--- src/rtl/timer0_controller_if.sv ---
// rtl/timer0_controller_if.sv - Timer0 write port, interrupt handshake and observation signals
interface timer0_controller_if #(
    parameter int counterWidth = 8
);
    logic                    wr_en;
    logic [1:0]              wr_addr;
    logic [7:0]              wr_data;
    logic                    irq_ack;
    logic [counterWidth-1:0] tcnt_out;
    logic                    ocf_out;
    logic                    tov_out;
    logic                    irq_out;
    logic                    tick_out;

    // CPU / interrupt-controller side
    modport master (
        output wr_en, wr_addr, wr_data, irq_ack,
        input  tcnt_out, ocf_out, tov_out, irq_out, tick_out
    );

    // Timer side
    modport slave (
        input  wr_en, wr_addr, wr_data, irq_ack,
        output tcnt_out, ocf_out, tov_out, irq_out, tick_out
    );
endinterface

--- src/rtl/timer0_controller.sv ---
// rtl/timer0_controller.sv - Prescaled 8-bit Timer0 with compare/overflow flags and irq handshake
module timer0_controller #(
    parameter int counterWidth   = 8,
    parameter int prescalerWidth = 10
) (
    input  logic               clock50,
    input  logic               MR_n,
    timer0_controller_if.slave bus
);
    localparam logic [counterWidth-1:0]   C_ZERO = '0;
    localparam logic [counterWidth-1:0]   C_ONE  = counterWidth'(1);
    localparam logic [prescalerWidth-1:0] P_ZERO = '0;
    localparam logic [prescalerWidth-1:0] P_ONE  = prescalerWidth'(1);

    logic [5:0]                r_tccr;
    logic [prescalerWidth-1:0] r_presc;
    logic [counterWidth-1:0]   r_tcnt;
    logic [counterWidth-1:0]   r_ocr;
    logic                      r_ocf;
    logic                      r_tov;

    logic [2:0]              w_cs;
    logic                    w_ctc;
    logic                    w_ocie;
    logic                    w_toie;
    logic                    w_tick;
    logic                    w_wr_tccr;
    logic                    w_wr_tcnt;
    logic                    w_wr_ocr;
    logic                    w_wr_tifr;
    logic                    w_match;
    logic                    w_at_max;
    logic                    w_count_tick;
    logic                    w_set_ocf;
    logic                    w_set_tov;
    logic                    w_ocf_irq;
    logic                    w_tov_irq;
    logic                    w_clr_ocf;
    logic                    w_clr_tov;
    logic [counterWidth-1:0] w_wr_value;

    assign w_cs   = r_tccr[2:0];
    assign w_ctc  = r_tccr[3];
    assign w_ocie = r_tccr[4];
    assign w_toie = r_tccr[5];

    assign w_wr_tccr  = bus.wr_en && (bus.wr_addr == 2'd0);
    assign w_wr_tcnt  = bus.wr_en && (bus.wr_addr == 2'd1);
    assign w_wr_ocr   = bus.wr_en && (bus.wr_addr == 2'd2);
    assign w_wr_tifr  = bus.wr_en && (bus.wr_addr == 2'd3);
    assign w_wr_value = counterWidth'(bus.wr_data);

    // Tick fires on the last prescaler state of each selected period
    always_comb begin
        w_tick = 1'b0;
        case (w_cs)
            3'd1:    w_tick = 1'b1;
            3'd2:    w_tick = &r_presc[2:0];
            3'd3:    w_tick = &r_presc[5:0];
            3'd4:    w_tick = &r_presc[7:0];
            3'd5:    w_tick = &r_presc[9:0];
            default: w_tick = 1'b0;
        endcase
    end

    // A TCNT write wins over the tick, so that cycle neither counts nor flags
    assign w_match      = (r_tcnt == r_ocr);
    assign w_at_max     = &r_tcnt;
    assign w_count_tick = w_tick && !w_wr_tcnt;
    assign w_set_ocf    = w_count_tick && w_match;
    assign w_set_tov    = w_count_tick && w_at_max;

    // Ack services the compare interrupt first, overflow only when compare is not pending
    assign w_ocf_irq = r_ocf && w_ocie;
    assign w_tov_irq = r_tov && w_toie;
    assign w_clr_ocf = (w_wr_tifr && bus.wr_data[0]) || (bus.irq_ack && w_ocf_irq);
    assign w_clr_tov = (w_wr_tifr && bus.wr_data[1]) || (bus.irq_ack && w_tov_irq && !w_ocf_irq);

    // Configuration registers
    always_ff @(posedge clock50 or negedge MR_n) begin
        if (!MR_n) begin
            r_tccr <= 6'd0;
            r_ocr  <= C_ZERO;
        end else begin
            if (w_wr_tccr) r_tccr <= bus.wr_data[5:0];
            if (w_wr_ocr)  r_ocr  <= w_wr_value;
        end
    end

    // Free-running prescaler, zeroed while stopped or when a stop is written
    always_ff @(posedge clock50 or negedge MR_n) begin
        if (!MR_n) begin
            r_presc <= P_ZERO;
        end else if ((w_wr_tccr && (bus.wr_data[2:0] == 3'd0)) || (w_cs == 3'd0)) begin
            r_presc <= P_ZERO;
        end else begin
            r_presc <= r_presc + P_ONE;
        end
    end

    // Count register: load, CTC restart on match, or plain increment with wrap
    always_ff @(posedge clock50 or negedge MR_n) begin
        if (!MR_n) begin
            r_tcnt <= C_ZERO;
        end else if (w_wr_tcnt) begin
            r_tcnt <= w_wr_value;
        end else if (w_tick) begin
            if (w_ctc && w_match) r_tcnt <= C_ZERO;
            else                  r_tcnt <= r_tcnt + C_ONE;
        end
    end

    // Flags: a set in the same cycle as a clear wins
    always_ff @(posedge clock50 or negedge MR_n) begin
        if (!MR_n) begin
            r_ocf <= 1'b0;
            r_tov <= 1'b0;
        end else begin
            if (w_set_ocf)      r_ocf <= 1'b1;
            else if (w_clr_ocf) r_ocf <= 1'b0;
            if (w_set_tov)      r_tov <= 1'b1;
            else if (w_clr_tov) r_tov <= 1'b0;
        end
    end

    assign bus.tcnt_out = r_tcnt;
    assign bus.ocf_out  = r_ocf;
    assign bus.tov_out  = r_tov;
    assign bus.irq_out  = w_ocf_irq || w_tov_irq;
    assign bus.tick_out = w_tick;
endmodule

--- src/flat_wrapper.sv ---
// flat-port wrapper written by rule: the top's interface ports become plain ports
module timer0_controller_flat 
#(
    parameter int counterWidth   = 8,
    parameter int prescalerWidth = 10
)
  (clock50, MR_n, bus_wr_en, bus_wr_addr, bus_wr_data, bus_irq_ack, bus_tcnt_out, bus_ocf_out, bus_tov_out, bus_irq_out, bus_tick_out);
  timer0_controller_if #(.counterWidth(counterWidth)) bus_i ();
  input  logic clock50;
  input  logic MR_n;
  input wire logic [$bits(bus_i.wr_en)-1:0] bus_wr_en;
  input wire logic [$bits(bus_i.wr_addr)-1:0] bus_wr_addr;
  input wire logic [$bits(bus_i.wr_data)-1:0] bus_wr_data;
  input wire logic [$bits(bus_i.irq_ack)-1:0] bus_irq_ack;
  output wire logic [$bits(bus_i.tcnt_out)-1:0] bus_tcnt_out;
  output wire logic [$bits(bus_i.ocf_out)-1:0] bus_ocf_out;
  output wire logic [$bits(bus_i.tov_out)-1:0] bus_tov_out;
  output wire logic [$bits(bus_i.irq_out)-1:0] bus_irq_out;
  output wire logic [$bits(bus_i.tick_out)-1:0] bus_tick_out;
  assign bus_i.wr_en = bus_wr_en;
  assign bus_i.wr_addr = bus_wr_addr;
  assign bus_i.wr_data = bus_wr_data;
  assign bus_i.irq_ack = bus_irq_ack;
  assign bus_tcnt_out = bus_i.tcnt_out;
  assign bus_ocf_out = bus_i.ocf_out;
  assign bus_tov_out = bus_i.tov_out;
  assign bus_irq_out = bus_i.irq_out;
  assign bus_tick_out = bus_i.tick_out;
  timer0_controller #(.counterWidth(counterWidth), .prescalerWidth(prescalerWidth)) u_core (.clock50(clock50), .MR_n(MR_n), .bus(bus_i));
endmodule
--- config.mk ---
export PLATFORM = sky130hd
export DESIGN_NAME = timer0_controller_flat
export DESIGN_NICKNAME = d
export VERILOG_FILES = /design/src/rtl/timer0_controller_if.sv /design/src/rtl/timer0_controller.sv /design/src/flat_wrapper.sv
export SDC_FILE = /design/constraint.sdc
export NUM_CORES = 1
export LEC_CHECK = 0
export BUFFER_PORTS_ARGS = -buffer_cell sky130_fd_sc_hd__buf_4
export CAP_MARGIN = 20
export CORE_MARGIN = 4
export CORE_UTILIZATION = 50
export DETAILED_ROUTE_END_ITERATION = 12
export PLACE_DENSITY = 0.76
export SLEW_MARGIN = 20
export SYNTH_ARGS = -nofsm -noshare
export SYNTH_HDL_FRONTEND = slang
export SYNTH_SLANG_ARGS = --single-unit
--- constraint.sdc ---
create_clock -name clock50 -period 2.2 [get_ports clock50]
set_input_delay 0.11 -clock clock50 [delete_from_list [all_inputs] [get_ports clock50]]
set_output_delay 0.11 -clock clock50 [all_outputs]
set_load 0.02 [all_outputs]
==> impl_metrics.csv, run 1 <==
group,metric,value,unit
worst_setup_path,critPathKind,"flip-flop to primary output",
worst_setup_path,critical_path.startpoint_type,"flip-flop",
logic_synthesis,synth_most_common_cell,"dfrtp_1",
worst_setup_path,startpoint,"u_core.r_presc[0]$_DFF_PN0_",
min_path,hold_path_class,"input port to flip-flop",
logic_synthesis,syn-num-nets,189,
layout,drive_above_1_share,31.28,%
timing,setup_violations,0,
global_routing,grt_max_degree,35,
floorplan,pin_count,26,
logic_synthesis,yosys-top-cells-area,"dfrtp_1, mux2_2, xor2_1",
run_status,status,"complete, no violations",
timing,fin_skew,0.008341,ns
worst_setup_path,worst_path_max_delay_cell,"dfrtp_1",
floorplan,die_w,67.82,um
cts,numCtsBuffers,5,
drt,drt-pass1-iter-count,4,
layout,area_growth,20.63,%
logic_synthesis,async_flop_share,100.0,%
timing,finalSetupTns,0,ns
global_routing,grt_pass1_wl,6672,um
timing,relSlewSlack,45.39,%
global_routing,grt_pass1_vias,1403,
timing,fin_crit_sh,94.93,%
timing,worstMarginPinSlew,0.8161,ns
global_routing,gr-total-overflow,0,
power_and_ir_drop,p_leak,0.9327,nW
logic_synthesis,synth_seq_cells,34,
logic_synthesis,postSynthAreaPerCell,10.40,sq um
logic_synthesis,synth_flop_cell,"dfrtp_1",
global_routing,antenna_found_initial,0,
logic_synthesis,synth_edf_count,0,
timing,finalHoldViolCount,0,
cts,cts_tree,"done",
logic_synthesis,yosysUniqueCellTypes,34,
floorplan,die_y,67.82,um
worst_setup_path,path_depth,7,
worst_setup_path,arrival,1.98,ns
placed_design,dp_hpwl,2901,um
drt,final_antenna_net_count,0,
drt,drc_errors,0,
drt,totalWireLength,4091,um
drt,vias,1480,
floorplan,fp-row-count,21,
layout,nFillCells,297,
logic_synthesis,ys_warn_count,0,
logic_synthesis,synth-seq-area-share,47.55,%
drt,drt_iter0_markers,48,
layout,utilization,63.68,%
worst_setup_path,cpPeakStageDelay,0.42,ns
worst_setup_path,rrSetupSlack,0.21,ns
cts,root_buffer,"clkbuf_4",
worst_setup_path,crit_family,"compound AO/OA/AOI/OAI gates",
cts,path_clk_slew,0.10,ns
worst_setup_path,critPathMaxFanout,5,
logic_synthesis,synthCells,172,
floorplan,die_area,4600,sq um
cts,cts.path.max_buffers,2,
drt,wl_per_cell,15.92,um
worst_setup_path,endpoint,"bus_tick_out",
placed_design,numPortBuffers,25,
timing,slew_viol_final,0,
power_and_ir_drop,power_density,936.2,nW/um^2
worst_setup_path,critPathRequiredTime,2.09,ns
run,cap_viol_max_count,0,
floorplan,start_util,52.79,%
cts,cts.sinks,34,
worst_setup_path,path_buf_inv,2,
logic_synthesis,yosys-top-cells-count,"dfrtp_1, nand2_1, nor2_1",
worst_setup_path,cp-end-kind,"primary output",
drt,via_per_inst,5.759,
worst_setup_path,regToRegEndpoint,"u_core.bus.tcnt_out[5]$_DFFE_PN0P_",
cts,h-tree-depth,2,
floorplan,coreArea,3390,sq um
worst_setup_path,r2r_cells,9,
timing,min_period,2.089,ns
power_and_ir_drop,irDropWorstVdd,0.6345,mV
placed_design,gp_congestion,0.9221,
logic_synthesis,yosysTopAreaCellShare,47.55,%
worst_setup_path,path_cells,"ha_2, ha_1, a21oi_1, nor2_1, o32ai_4, clkinv_4, buf_4",
cts,clk_latency,0.34,ns
timing,max_freq,0.4788,GHz
logic_synthesis,yosysTopAreaCell,"dfrtp_1",
global_routing,gr-usage-all-layers,20.08,%
logic_synthesis,syn_area,1789,sq um
timing,rsz0062_at_grt,"false",
layout,nNetsFinal,227,
worst_setup_path,timing.rr.start,"u_core.r_presc[0]$_DFF_PN0_",
layout,n_antenna_cell,0,
[worst min path at each step]
stage	from	to	cells after the start
detailed placement	MR_n	u_core.r_ocr[5]$_DFFE_PN0P_	1
floorplan	MR_n	u_core.bus.ocf_out$_DFFE_PN0P_	0
finish	bus_wr_data[3]	u_core.bus.tcnt_out[3]$_DFFE_PN0P_	3
CTS	bus_wr_data[3]	u_core.bus.tcnt_out[3]$_DFFE_PN0P_	3
global placement	MR_n	u_core.r_ocr[5]$_DFFE_PN0P_	1
global route	bus_wr_data[5]	u_core.r_tccr[5]$_DFFE_PN0P_	2
[cells by family after synthesis]
group / Yosys count / synth area share (%)
simple gates: 71 / 20.56
flops: 34 / 47.55
compound gates: 29 / 11.68
xor+xnor: 15 / 7.343
mux: 14 / 8.811
buf+inv: 6 / 1.958
fa+ha+maj: 3 / 2.098
[routing by layer]
metal	wire, um	vias to the layer above	track usage, %
li1	-	699	-
met1	1731	707	26.19
met2	1980	60	32.08
met3	286	14	3.941
met4	91	0	9.677
met5	0	-	0
[area by class of cell]
type                    count  area [sq um]  share of cell area, %
clock buffers               7         55.05                  2.551
repair buffers             34         262.8                  12.17
clock inverters             1         5.005                 0.2319
inverters                   3         16.27                 0.7536
flip-flops and latches     34         850.8                  39.42
multi-input cells         132         910.9                  42.20
well taps                  46         57.56                  2.667
[sequential cells by signal, indices dropped and copies added (netlist names)]
signal / flops
u_core.bus.tov_out: 1
u_core.r_presc: 10
u_core.r_tccr: 6
u_core.bus.ocf_out: 1
u_core.r_ocr: 8
u_core.bus.tcnt_out: 8
[worst reg2reg max path: stages (launching register included)]
cell and delay, ns:
dfrtp_1 0.42, ha_2 0.20, ha_1 0.18, a21oi_1 0.15, nor2_1 0.08, o32ai_4 0.33, clkinv_4 0.11, buf_4 0.15
a32oi_1 0.18, o21ai_1 0.09
[power breakdown]
group          switching, mW  internal, mW  total (mW)
clock network          0.209         0.155       0.364
registers              0.187         0.768       0.956
logic                  0.367         0.334       0.701
[through the flow]
step | cells | worst slack [ns] | instance area (sq um) | power, mW | hold WS [ns]
after global placement | 241 | 0.3305 | 2023 | 1.585 | 0.07297
after global routing | 257 | 0.02989 | 2158 | 2.150 | 0.005193
after floorplan | 172 | 0.2352 | 1789 | 1.367 | -0.1856
after detailed placement | 241 | 0.2737 | 2023 | 1.621 | 0.08143
after CTS | 252 | 0.009531 | 2113 | 1.989 | 0.006403
final | 257 | 0.1115 | 2158 | 2.021 | 0.01517
[timing repair]
action | in CTS | in global routing
endpoints found under the setup margin | 0 | 1
hold endpoints to repair | 38 | 0
hold buffers | 3 | 0
setup buffers | 0 | 5
resized for setup | 0 | 1
[layout by cell type, fill, tap and decap left out, types with 3 or more instances in the layout]
cell type | netlist | final
a21oi_1 | 10 | 10
a32oi_1 | 5 | 5
buf_4 | 0 | 31
clkbuf_4 | 0 | 5
dfrtp_1 | 34 | 34
dlygate4sd3_1 | 0 | 3
mux2_2 | 14 | 14
nand2_1 | 20 | 20
nand3_1 | 7 | 7
nand4_1 | 4 | 4
nor2_1 | 18 | 18
nor3_1 | 6 | 6
o21ai_1 | 7 | 7
o31ai_2 | 2 | 3
or2_2 | 3 | 3
xnor2_1 | 3 | 3
xor2_1 | 12 | 12
Power figures use the tool's default switching activity.
==> inputs of run 2 (changes only) <==
CELL_PAD_IN_SITES_DETAIL_PLACEMENT = 1   (was unset)
CELL_PAD_IN_SITES_GLOBAL_PLACEMENT = 1   (was unset)
CORE_UTILIZATION = 44   (was 50)
PLACE_DENSITY = 0.84   (was 0.76)
==> run 2 against run 1 <==
Net effect:
- core utilization down 7.5 points
- critical path depth up 2
- sequential share of layout area up 0.44 points
- non-clock buffer count down 5
- setup slack worse by 0.00062 ns
- critical path type is now flip-flop to flip-flop
- largest cell class unchanged
- largest power group unchanged
- highest routed layer unchanged
==> impl_metrics.csv, run 2 (synthesis gave the netlist of run 1 again) <==
group,metric,value,unit
timing,holdWs,0.06665,ns
run,cap_viol_max_count,0,
global_routing,gr-total-overflow,0,
timing,finalHoldViolCount,0,
drt,final_antenna_net_count,0,
timing,slew_viol_final,0,
drt,vias,1510,
layout,largest_register_ffs,10,
min_path,hold_path_class,"input port to flip-flop",
floorplan,start_util,47.10,%
power_and_ir_drop,power.share.clock,20.5,%
power_and_ir_drop,power_density,980.1,nW/um^2
global_routing,grt_pass1_wl,7803,um
worst_setup_path,cp-end-kind,"flip-flop",
worst_setup_path,arrival,2.26,ns
placed_design,dp_hpwl,3305,um
cts,root_buffer,"clkbuf_8",
timing,rsz0062_at_grt,"false",
timing,min_period,2.089,ns
cts,numCtsBuffers,5,
cts,path_clk_slew,0.07,ns
floorplan,fp-row-count,22,
drt,drc_errors,0,
cts,cts_resized,0,
worst_setup_path,cpPeakStageDelay,0.40,ns
global_routing,grt_max_degree,35,
timing,fin_skew,0.004949,ns
worst_setup_path,critPathKind,"flip-flop to flip-flop",
min_path,hp-start,"bus_wr_data[6]",
run_status,status,"complete, no violations",
global_routing,grt_pass1_vias,1597,
placed_design,numPortBuffers,25,
floorplan,die_area,5151,sq um
timing,finalSetupTns,0,ns
worst_setup_path,rrSetupSlack,0.11,ns
power_and_ir_drop,switchingPower,0.7981,mW
cts,h-tree-depth,2,
worst_setup_path,r2r_cells,9,
global_routing,antenna_found_initial,0,
min_path,min_path_cells,3,
power_and_ir_drop,swShare,38.15,%
layout,drive_above_1_share,30.24,%
worst_setup_path,crit_family,"compound AO/OA/AOI/OAI gates",
worst_setup_path,timing.rr.start,"u_core.r_presc[0]$_DFF_PN0_",
timing,worstMarginPinSlew,0.8770,ns
power_and_ir_drop,power.internal,1.294,mW
timing,max_freq,0.4787,GHz
power_and_ir_drop,p_leak,0.9191,nW
min_path,hold_path_end,"u_core.bus.tcnt_out[6]$_DFFE_PN0P_",
layout,layout_common_cells,"dfrtp_1, buf_4, nand2_1, nor2_1, mux2_2",
placed_design,dp_cells,243,
cts,clk_latency,0.28,ns
floorplan,die_y,71.77,um
placed_design,post-place-ws,0.2535,ns
timing,relSlewSlack,41.32,%
power_and_ir_drop,irDropWorstVdd,0.5998,mV
worst_setup_path,path_buf_inv,2,
global_routing,gr-usage-all-layers,19.67,%
worst_setup_path,path_cells,"ha_1, ha_1, a21oi_1, nor2_1, o32ai_4, clkinv_4, buf_4, a32oi_1, o21ai_1",
floorplan,coreArea,3799,sq um
layout,n_antenna_cell,0,
drt,via_per_inst,5.968,
worst_setup_path,path_common_cell,"ha_1",
layout,area_growth,19.30,%
drt,totalWireLength,4753,um
power_and_ir_drop,power_frac_seq,46.3,%
layout,layout_commonest_cell,"dfrtp_1",
floorplan,pin_count,26,
drt,drt_iter0_markers,67,
cts,cts.sinks,34,
drt,wl_per_cell,18.79,um
cts,cts.path.max_buffers,2,
timing,fin_crit_sh,94.96,%
layout,nNetsFinal,222,
worst_setup_path,worst_path_max_delay_cell,"dfrtp_1",
worst_setup_path,critical_path.startpoint_type,"flip-flop",
timing,setup_violations,0,
power_and_ir_drop,pwr-share-comb,33.2,%
layout,regMostFlops,"u_core.r_presc",
drt,drt-pass1-iter-count,4,
layout,utilization,56.19,%
floorplan,die_w,71.77,um
timing,layout_setup_ws,0.1109,ns
layout,nFillCells,445,
placed_design,gp_congestion,0.8755,
worst_setup_path,regToRegEndpoint,"u_core.bus.tcnt_out[7]$_DFFE_PN0P_",
worst_setup_path,critPathMaxFanout,7,
cts,cts_tree,"done",
layout,layout.cells.non_filler,253,
worst_setup_path,critPathRequiredTime,2.37,ns
run 2: worst reg2reg max path, stage by stage (launching register included):
cell and delay, ns:
dfrtp_1 0.40, ha_1 0.23, ha_1 0.19, a21oi_1 0.15, nor2_1 0.08, o32ai_4 0.33, clkinv_4 0.13, buf_4 0.16
a32oi_1 0.21, o21ai_1 0.09
run 2: worst max path at each step:
| stage | from | end | slack (ns) | cells after the start |
|---|---|---|---|---|
| floorplan | u_core.r_presc[0]$_DFF_PN0_ | u_core.bus.tcnt_out[7]$_DFFE_PN0P_ | 0.24 | 8 |
| global placement | u_core.r_presc[0]$_DFF_PN0_ | u_core.bus.tcnt_out[3]$_DFFE_PN0P_ | 0.32 | 8 |
| detailed placement | u_core.r_presc[0]$_DFF_PN0_ | u_core.bus.tcnt_out[2]$_DFFE_PN0P_ | 0.25 | 8 |
| CTS | u_core.r_presc[0]$_DFF_PN0_ | bus_tick_out | 0.07 | 7 |
| global route | u_core.r_presc[0]$_DFF_PN0_ | bus_tick_out | 0.006 | 7 |
| finish | u_core.r_presc[0]$_DFF_PN0_ | u_core.bus.tcnt_out[7]$_DFFE_PN0P_ | 0.11 | 9 |
run 2: power by group through the flow:
stage	clock (mW)	combinational, mW	sequential [mW]
after global placement	0	0.642	0.950
final	0.429	0.694	0.969
after floorplan	0	0.381	0.986
after detailed placement	0	0.676	0.966
after CTS	0.440	0.690	0.959
after global routing	0.478	0.763	0.998
run 2: cell type report:
class / instances / area (sq um) / share of cell area [%]
clock buffers: 5 / 68.82 / 3.224
clock inverters: 2 / 10.01 / 0.4689
inverters: 3 / 16.27 / 0.7620
multi-input cells: 132 / 908.4 / 42.56
flip-flops and latches: 34 / 850.8 / 39.86
well taps: 48 / 60.06 / 2.814
repair buffers: 29 / 220.2 / 10.32
run 2: timing repair:
action / in CTS / in global routing
endpoints found under the hold margin: 34 / 0
setup endpoints to repair: 0 / 1
buffers inserted: 0 / 2
hold buffers: 1 / 0
run 2: per-stage QoR:
stage,power (mW),instance area (sq um)
after floorplan,1.367,1789
after global placement,1.592,2026
after detailed placement,1.642,2026
after CTS,2.089,2115
after global routing,2.239,2135
final,2.092,2135
run 2: layer usage:
layer | global-route usage [%] | part of all wire, % | vias up
li1 | - | - | 682
met1 | 25.40 | 43 | 773
met2 | 32.65 | 50 | 41
met3 | 5.049 | 4.9 | 14
met4 | 5.428 | 1.7 | 0
met5 | 0 | 0 | -
==> inputs of run 3 (changes only) <==
ABC_AREA = 1   (was unset)
CORE_UTILIZATION = 42   (was 44)
PLACE_DENSITY = 0.85   (was 0.84)
SETUP_SLACK_MARGIN = 0.4   (was unset)
==> run 3 against run 2 <==
Net effect:
- clock power up 12%
- count of clock-buffer cells in the layout up 2
- setup slack better by 0.37 ns
- non-clock buffer count up 2
- highest routed layer unchanged
==> impl_metrics.csv, run 3 <==
group,metric,value,unit
worst_setup_path,regToRegEndpoint,"u_core.bus.tcnt_out[4]$_DFFE_PN0P_",
floorplan,die_w,76.91,um
logic_synthesis,synth-seq-area-share,42.66,%
worst_setup_path,critical_path.startpoint_type,"flip-flop",
min_path,hp-start,"bus_wr_data[3]",
floorplan,die_y,76.91,um
drt,vias,1855,
min_path,hold_path_end,"u_core.bus.tcnt_out[3]$_DFFE_PN0P_",
worst_setup_path,r2r_cells,7,
logic_synthesis,postSynthAreaPerCell,7.387,sq um
floorplan,fp-row-count,24,
worst_setup_path,cp-end-kind,"primary output",
cts,clk_latency,0.29,ns
logic_synthesis,synthCells,270,
placed_design,numPortBuffers,25,
logic_synthesis,yosys-top-cells-count,"nand2_1, inv_1, dfrtp_1",
timing,finalHoldViolCount,0,
logic_synthesis,yosys-top-cells-area,"dfrtp_1, nand2_1, inv_1",
cts,cts.path.max_buffers,2,
cts,path_clk_slew,0.07,ns
layout,nNetsFinal,319,
timing,holdWs,0.05026,ns
drt,final_antenna_net_count,0,
worst_setup_path,critPathRequiredTime,2.09,ns
global_routing,gr-usage-all-layers,19.89,%
worst_setup_path,arrival,1.61,ns
layout,seq_area,850.8,sq um
drt,drt-pass1-iter-count,4,
placed_design,gp_congestion,0.8629,
timing,slew_viol_final,0,
layout,n_antenna_cell,0,
power_and_ir_drop,power_density,1079,nW/um^2
placed_design,post-place-ws,0.5945,ns
drt,via_per_inst,5.225,
layout,drive_above_1_share,18.81,%
layout,nFillCells,591,
logic_synthesis,yosysTopAreaCellShare,42.66,%
cts,root_buffer,"clkbuf_8",
timing,fin_crit_sh,78.11,%
timing,layout_setup_ws,0.4817,ns
worst_setup_path,rrSetupSlack,0.59,ns
logic_synthesis,synth_edf_count,0,
worst_setup_path,timing.rr.start,"u_core.r_tccr[2]$_DFFE_PN0P_",
timing,fin_skew,0.003991,ns
global_routing,grt_pass1_wl,9287,um
layout,layout_commonest_cell,"nand2_1",
logic_synthesis,syn_area,1994,sq um
timing,relSlewSlack,56.60,%
floorplan,die_area,5915,sq um
drt,wl_per_cell,15.41,um
floorplan,coreArea,4474,sq um
floorplan,pin_count,26,
timing,min_period,1.718,ns
logic_synthesis,async_flop_share,100.0,%
timing,max_freq,0.5820,GHz
run,cap_viol_max_count,0,
min_path,min_path_cells,3,
logic_synthesis,syn-num-nets,287,
global_routing,antenna_found_initial,0,
timing,rsz0062_at_grt,"false",
global_routing,gr-total-overflow,0,
logic_synthesis,synth_flop_cell,"dfrtp_1",
timing,finalSetupTns,0,ns
timing,worstMarginPinSlew,0.6492,ns
logic_synthesis,synth_seq_cells,34,
layout,area_growth,19.26,%
layout,largest_register_ffs,10,
logic_synthesis,ys_warn_count,0,
run_status,status,"complete, no violations",
layout,layout_common_cells,"nand2_1, inv_1, dfrtp_1, buf_4, nand3_1",
cts,numCtsBuffers,5,
cts,cts.sinks,34,
placed_design,dp_hpwl,4085,um
logic_synthesis,synth_most_common_cell,"nand2_1",
logic_synthesis,yosysTopAreaCell,"dfrtp_1",
drt,drc_errors,0,
min_path,hold_path_class,"input port to flip-flop",
power_and_ir_drop,p_leak,1.227,nW
worst_setup_path,startpoint,"u_core.r_presc[0]$_DFF_PN0_",
cts,cts_tree,"done",
global_routing,grt_pass1_vias,1865,
worst_setup_path,critPathMaxFanout,4,
layout,multi_input_area,989.7,sq um
floorplan,start_util,44.57,%
worst_setup_path,critPathKind,"flip-flop to primary output",
drt,totalWireLength,5471,um
drt,drt_iter0_markers,76,
power_and_ir_drop,irDropWorstVdd,0.6199,mV
layout,regMostFlops,"u_core.r_presc",
logic_synthesis,yosysUniqueCellTypes,25,
global_routing,grt_max_degree,35,
timing,setup_violations,0,
cts,h-tree-depth,2,
layout,utilization,53.16,%
==> run 3: routing by layer <==
metal	vias to the layer above	global-route usage, %	share of wire (%)
met5	-	0	0
met4	0	6.159	1.6
met3	9	3.864	3.8
met2	29	31.97	47
met1	897	26.96	48
li1	920	-	-
==> run 3: cell type report <==
cell class	count	share of cell area (%)
well taps	52	2.735
clock inverters	1	0.2104
flip-flops and latches	34	35.77
inverters	38	5.997
multi-input cells	192	41.61
clock buffers	7	3.630
repair buffers	31	10.05
==> run 3: cell families after synthesis <==
family / synth area share [%]
and+or+nand+nor: 36.20
buffers and inverters: 8.469
DFF: 42.66
AOI/OAI and AO/OA: 7.277
xor gates and xnor gates: 3.513
adders and majority gates: 1.882
==> run 3: where the power goes <==
group / leakage (nW) / internal, mW / switching, mW
logic: 0.749 / 0.430 / 0.635
registers: 0.429 / 0.786 / 0.234
clock network: 0.0482 / 0.252 / 0.228
total: 1.23 / 1.47 / 1.10
==> run 3: what timing repair did <==
| action | 4_1_cts | 5_1_grt |
|---|---|---|
| buffers inserted | 1 | 3 |
| endpoints found under the setup margin | 1 | 1 |
| hold endpoints to repair | 34 | 0 |
| hold buffers | 1 | 0 |
| pin swaps | 1 | 1 |
| resized for setup | 3 | 2 |
==> run 3: per-stage QoR <==
step	std cells	total power [mW]	instance area, sq um
CTS	352	2.556	2350
detailed placement	342	2.041	2228
finish	355	2.566	2379
global placement	342	1.994	2228
floorplan	270	1.668	1994
global route	355	2.773	2379
==> run 3: critical path, cell delays in order (launching register included) <==
cell and delay [ns]:
dfrtp_1 0.38, ha_2 0.20, nand3_2 0.11, o21bai_1 0.19, a21oi_1 0.12, nor2_4 0.18, buf_6 0.14
==> run 3: how the worst max path moves through the flow <==
stage | slack [ns] | to
after floorplan | 0.76 | u_core.bus.tcnt_out[7]$_DFFE_PN0P_
after global placement | 0.67 | u_core.bus.ocf_out$_DFFE_PN0P_
after detailed placement | 0.59 | u_core.bus.ocf_out$_DFFE_PN0P_
after CTS | 0.43 | bus_tick_out
after global routing | 0.40 | bus_tick_out
final | 0.48 | bus_tick_out
